**config.mk**
```make
export PLATFORM = sky130hd
export DESIGN_NAME = block_output
export DESIGN_NICKNAME = d
export VERILOG_FILES = /design/src/rtl/block_output_pkg.sv /design/src/rtl/block_output_rr_arbiter.sv /design/src/rtl/block_output.sv
export SDC_FILE = /design/constraint.sdc
export NUM_CORES = 1
export LEC_CHECK = 0
export CORE_MARGIN = 2
export CORE_UTILIZATION = 35
export CTS_CLUSTER_DIAMETER = 80
export DETAILED_ROUTE_END_ITERATION = 10
export PLACE_DENSITY = 0.59
export SLEW_MARGIN = 20
export SYNTH_ARGS = -nofsm -noshare
export SYNTH_HDL_FRONTEND = slang
export SYNTH_HIERARCHICAL = 1
export SYNTH_SLANG_ARGS = --single-unit
```
**constraint.sdc**
```tcl
create_clock -name clk -period 4.3 [get_ports clk]
set_input_delay 0.43 -clock clk [delete_from_list [all_inputs] [get_ports clk]]
set_output_delay 0.43 -clock clk [all_outputs]
set_load 0.02 [all_outputs]
```
**src/rtl/block_output_pkg.sv**
```systemverilog
// block_output_pkg: shared NoC constants and direction encodings
package block_output_pkg;
  localparam int NOC_DATA_WIDTH = 8;
  localparam int NOC_FIFO_DEPTH = 4;
  localparam int NOC_N_PTR      = $clog2(NOC_FIFO_DEPTH);
  typedef enum logic [2:0] {DIR_LOCAL, DIR_N, DIR_E, DIR_S, DIR_W} dir_e;
  localparam int N_DIR = 5;
endpackage

```
**src/rtl/block_output_rr_arbiter.sv**
```systemverilog
// block_output_rr_arbiter: round-robin one-hot grant starting at i_rr_ptr
//   i_req[N_IN] requests, i_rr_ptr priority start, i_en gate
//   o_grant[N_IN] one-hot grant, o_idx winner index
module block_output_rr_arbiter #(
  parameter int N_IN = 4,
  parameter int IW   = $clog2(N_IN)
) (
  input  logic [N_IN-1:0] i_req,
  input  logic [IW-1:0]   i_rr_ptr,
  input  logic            i_en,
  output logic [N_IN-1:0] o_grant,
  output logic [IW-1:0]   o_idx
);
  logic [2*N_IN-1:0] w_dbl;
  logic [N_IN-1:0]   w_rot;
  logic [IW-1:0]     w_off;
  logic [IW:0]       w_sum;
  logic              w_any;
  // rotate so that bit 0 is the requester at i_rr_ptr
  assign w_dbl = {i_req, i_req} >> i_rr_ptr;
  assign w_rot = w_dbl[N_IN-1:0];
  always_comb begin
    w_off = '0;
    w_any = 1'b0;
    for (int i = N_IN - 1; i >= 0; i--)
      if (w_rot[i]) begin
        w_off = IW'(i);
        w_any = 1'b1;
      end
  end
  assign w_sum   = {1'b0, i_rr_ptr} + {1'b0, w_off};
  assign o_idx   = (w_sum >= (IW+1)'(N_IN)) ? IW'(w_sum - (IW+1)'(N_IN)) : w_sum[IW-1:0];
  assign o_grant = (i_en && w_any) ? (N_IN'(1) << o_idx) : '0;
endmodule

```
**src/rtl/block_output.sv**
```systemverilog
// block_output: NoC router output port, round-robin arbitration into a FIFO driving a val/ret link
//   clk, rst (async active-low); req/Data_in from input blocks, grant back to them
//   val/Data_out toward the neighbour, ret = neighbour not full; full = output FIFO full
//   BLOCK_OUTPUT_PKT_CNT_EN adds pkt_cnt[15:0], a saturating count of link transfers
module block_output
  import block_output_pkg::*;
#(
  parameter int DATA_WIDTH = NOC_DATA_WIDTH,
  parameter int N_IN       = 4,
  parameter int FIFO_DEPTH = NOC_FIFO_DEPTH,
  parameter int N_PTR      = NOC_N_PTR
) (
  input  logic                       clk,
  input  logic                       rst,
  input  logic [N_IN-1:0]            req,
  input  logic [N_IN*DATA_WIDTH-1:0] Data_in,
  output logic [N_IN-1:0]            grant,
  output logic                       val,
  input  logic                       ret,
  output logic [DATA_WIDTH-1:0]      Data_out,
  output logic                       full
`ifdef BLOCK_OUTPUT_PKT_CNT_EN
  ,output logic [15:0]               pkt_cnt
`endif
);
  localparam int IW = $clog2(N_IN);
  logic [DATA_WIDTH-1:0] r_mem [FIFO_DEPTH];
  logic [DATA_WIDTH-1:0] w_slice [N_IN];
  logic [DATA_WIDTH-1:0] w_din, r_data_out;
  logic [N_PTR-1:0]      r_wr_ptr, r_rd_ptr, w_rd_next;
  logic [N_PTR:0]        r_cnt, w_cnt_next;
  logic [IW-1:0]         r_rr_ptr, w_idx;
  logic                  w_push, w_pop;
  for (genvar i = 0; i < N_IN; i++) begin : g_slice
    assign w_slice[i] = Data_in[i*DATA_WIDTH +: DATA_WIDTH];
  end
  // no grant while full, even if a read frees a slot this cycle, so grant never depends on ret
  block_output_rr_arbiter #(.N_IN(N_IN)) u_arb (
    .i_req   (req),
    .i_rr_ptr(r_rr_ptr),
    .i_en    (rst && !full),
    .o_grant (grant),
    .o_idx   (w_idx)
  );
  assign full       = r_cnt == (N_PTR+1)'(FIFO_DEPTH);
  assign val        = r_cnt != '0;
  assign Data_out   = r_data_out;
  assign w_push     = |grant;
  assign w_pop      = val && ret;
  assign w_din      = w_slice[w_idx];
  assign w_rd_next  = r_rd_ptr + N_PTR'(w_pop);
  assign w_cnt_next = r_cnt + (N_PTR+1)'(w_push) - (N_PTR+1)'(w_pop);
  always_ff @(posedge clk)
    if (w_push) r_mem[r_wr_ptr] <= w_din;
  // the head register loads the incoming flit when it lands in an otherwise empty slot order
  always_ff @(posedge clk or negedge rst)
    if (!rst) begin
      r_wr_ptr   <= '0;
      r_rd_ptr   <= '0;
      r_cnt      <= '0;
      r_rr_ptr   <= '0;
      r_data_out <= '0;
    end else begin
      r_wr_ptr <= r_wr_ptr + N_PTR'(w_push);
      r_rd_ptr <= w_rd_next;
      r_cnt    <= w_cnt_next;
      if (w_push) r_rr_ptr <= (w_idx == IW'(N_IN - 1)) ? '0 : w_idx + IW'(1);
      if (w_cnt_next != '0)
        r_data_out <= (w_push && w_rd_next == r_wr_ptr) ? w_din : r_mem[w_rd_next];
    end
`ifdef BLOCK_OUTPUT_PKT_CNT_EN
  logic [15:0] r_pkt_cnt;
  always_ff @(posedge clk or negedge rst)
    if (!rst) r_pkt_cnt <= '0;
    else if (w_pop && r_pkt_cnt != 16'hFFFF) r_pkt_cnt <= r_pkt_cnt + 16'd1;
  assign pkt_cnt = r_pkt_cnt;
`endif
endmodule

```
==> flow_metrics.py <==
metrics = {
    "run_status": {
        "status": "completed",
    },
    "synth": {
        "synth_area_um2": 2530,
        "synth_area_leaders": "edfxtp_1, dfrtp_1, mux4_2",
        "yosys.area_share.simple": 0.134,
        "async_flop_share": 0.347,
        "synth_compound_area_frac": 0.0445,
        "ys_seq_elements": 49,
        "synth_fa_ha_area_frac": 0.0376,
        "synth_mux_area_frac": 0.161,
        "synth_ff_type": "edfxtp_1",
        "ys_warn_count": 6,
        "synth_cells": 183,
        "syn_avg_cell_area_um2": 13.8,
        "synthesis.nets": 229,
        "synth-edff-count": 32,
        "synth_top_cell_by_area": "edfxtp_1",
        "synth_top_family_by_area": "multiplexers",
        "synth_top_area_share": 0.380,
        "synth_cell_types": 39,
        "synthXorXnorAreaFrac": 0.0386,
        "yosysSeqAreaShare": 0.548,
    },
    "setup_path": {
        "cp_common_cell": "ha_1",
        "cp_cell_sequence": "clkdlybuf4s50_1, inv_1, o21ai_0, a21oi_1, o31a_1, ha_1, xnor2_1, nand2_1, mux2i_1, nor4_4, ha_1, inv_1, ha_1, fa_1, xnor3_1, or3_1, buf_4, nand3_1, o211ai_1",
        "cpLargestDelayFamily": "adder cells",
        "worstSetupPathType": "in -> reg",
        "r2r-start": "r_rr_ptr[1]",
        "reg2reg_slack_ps": 340,
        "required_ps": 4480,
        "critPathLaunch": "req[0]",
        "critical_path.reg2reg.endpoint": "Data_out[2]",
        "crit_fanout": 14,
        "path_depth": 19,
        "slowest_stage": "clkdlybuf4s50_1",
        "path_buf_inv": 4,
        "cp-start-kind": "input pin",
        "critPathArrivalTime_ps": 4250,
        "slowest_delay_ps": 490,
        "reg2reg_depth": 18,
        "crit_end": "Data_out[2]",
        "endpoint_kind": "flip-flop",
    },
    "sta": {
        "final-hold-violation-count": 0,
        "finalCriticalPeriod_ps": 4070,
        "final.setup.tns_ps": 0,
        "fin_hold_ws_ps": 497,
        "max_freq_mhz": 246,
        "max-slew-margin-rel": 0.362,
        "skew_ps": 7.33,
        "tightest_slew_ps": 950,
        "rsz0062_at_grt": "no",
        "setup_viol": 0,
        "finalCritPeriodShare": 0.946,
        "drv_slew": 0,
    },
    "floorplanning": {
        "start_util": 0.366,
        "pin_count": 53,
        "std_cell_rows": 30,
        "die_w_um": 89.0,
        "die_h_um": 89.0,
        "die-area_um2": 7920,
        "fp.coreArea_um2": 6910,
    },
    "layout": {
        "syn_to_final_growth_pct": 33.4,
        "final_common_cell": "clkdlybuf4s50_1",
        "seq_area_um2": 1390,
        "multi_input_area_um2": 1050,
        "num-nets-final": 303,
        "final_layout_size_suffix_gt1_frac": 0.194,
        "fillCellCount": 635,
        "diodes": 0,
        "layout_common_cells": "clkdlybuf4s50_1, edfxtp_1, buf_4, nand3_1, nand2_1",
    },
    "clocking": {
        "cts_sinks": 49,
        "cts_buffers": 5,
        "insertion_delay_ps": 300,
        "postCtsSetupRepairBufs": 0,
        "root_buffer": "clkbuf_8",
        "cts_tree": "yes",
        "cts_max_level": 2,
        "cts_buffer_depth": 2,
        "hold_buffers": 0,
        "clk_pin_slew_worst_paths_ps": 80,
        "cts_resized": 0,
    },
    "detailed_routing": {
        "wirelength_um": 5380,
        "wire_per_inst_um": 15.2,
        "viasPerCell": 4.92,
        "drtIter0Drc": 147,
        "vias": 1743,
        "ant_nets": 0,
        "dr.pass1.iters": 4,
        "drc": 0,
    },
    "placement": {
        "gp_congestion": 0.768,
        "numPortBuffers": 52,
        "hpwlAfterDp_um": 3980,
    },
    "power": {
        "ir_worst_vdd_mv": 0.483,
        "p_leak_nw": 1.28,
        "power_density_nw_per_um2": 978,
    },
    "global_route": {
        "grt_pass1_wl_um": 8740,
        "grt_util_all_layers": 0.147,
        "antenna_found_initial": 0,
        "grt_pass1_vias": 1725,
        "grt-ovfl-total": 0,
        "grt_max_degree": 18,
    },
    "job": {
        "drv_cap": 0,
    },
    "hold_path": {
        "hold_path.class": "in -> async",
    },
}
## Yosys cell counts (all sizes together), types with 3 or more instances
cell     n
buf      8
xor2     3
ha       6
nand3   22
nor2     7
edfxtp  32
xnor2    3
nand2b   3
o211ai   3
inv      6
dfrtp   17
mux4    14
nand2   18
mux2i    7
## logic make-up after synthesis
family	count (synthesis)
compound gates	14
xor+xnor	8
fa+ha+maj	7
buf+inv	17
flops	49
mux	23
simple gates	65
## state kept, by name, indices dropped and copies added (netlist names)
signal	count
r_mem	32
r_wr_ptr	2
r_rr_ptr	2
r_cnt	3
r_rd_ptr	2
Data_out	8
## metal layers
metal | wire length [µm] | track usage
met1 | 2640 | 0.228
met3 | 289 | 0.0203
met4 | 57 | 0.0529
met2 | 2400 | 0.211
met5 | 0 | 0
## worst register-to-register path: stages, from the launching register on
cell      delay, ps
dfrtp_1         510
nand2b_1        220
a21oi_1         150
o211ai_1         90
o31a_1          120
ha_1            220
xnor2_1         270
nand2_1         120
mux2i_1         290
nor4_4          100
ha_1            290
inv_1            40
ha_1            190
fa_1            380
xnor3_1         200
or3_1           310
buf_4           190
nand3_1          90
o211ai_1         80
## worst min path at each step
stage	depth (start not counted)	from	slack [ps]	to
floorplan	0	rst	130	Data_out[0]
global placement	2	Data_out[0]	490	Data_out[0]
detailed placement	2	Data_out[6]	480	Data_out[6]
CTS	2	rst	500	Data_out[5]
global route	2	Data_out[1]	530	Data_out[1]
finish	2	rst	500	Data_out[5]
## per-stage QoR
step	power [mW]	util	setup slack, ps	instances	instance area [µm²]
after floorplan	2.39	-	161	183	2530
after global placement	3.03	0.477	22.6	346	3290
after detailed placement	3.07	0.477	-107	346	3290
after CTS	3.34	0.489	213	354	3370
after global routing	3.57	0.489	3.03	354	3370
final	3.30	0.489	233	354	3370
## layout make-up
class                      count  share of cell area
multi-input combinational    117               0.312
clock buffer                   7              0.0226
timing repair buffer          77               0.210
inverter                       7             0.00779
sequential                    49               0.411
clock inverter                 1             0.00148
tap                           96              0.0356
## report_power, final
group / switching, mW / internal (mW) / total [mW]
Clock: 0.140 / 0.114 / 0.255
Sequential: 0.114 / 0.868 / 0.981
Combinational: 1.08 / 0.982 / 2.06
No activity file was read; power rests on OpenSTA's default activity.
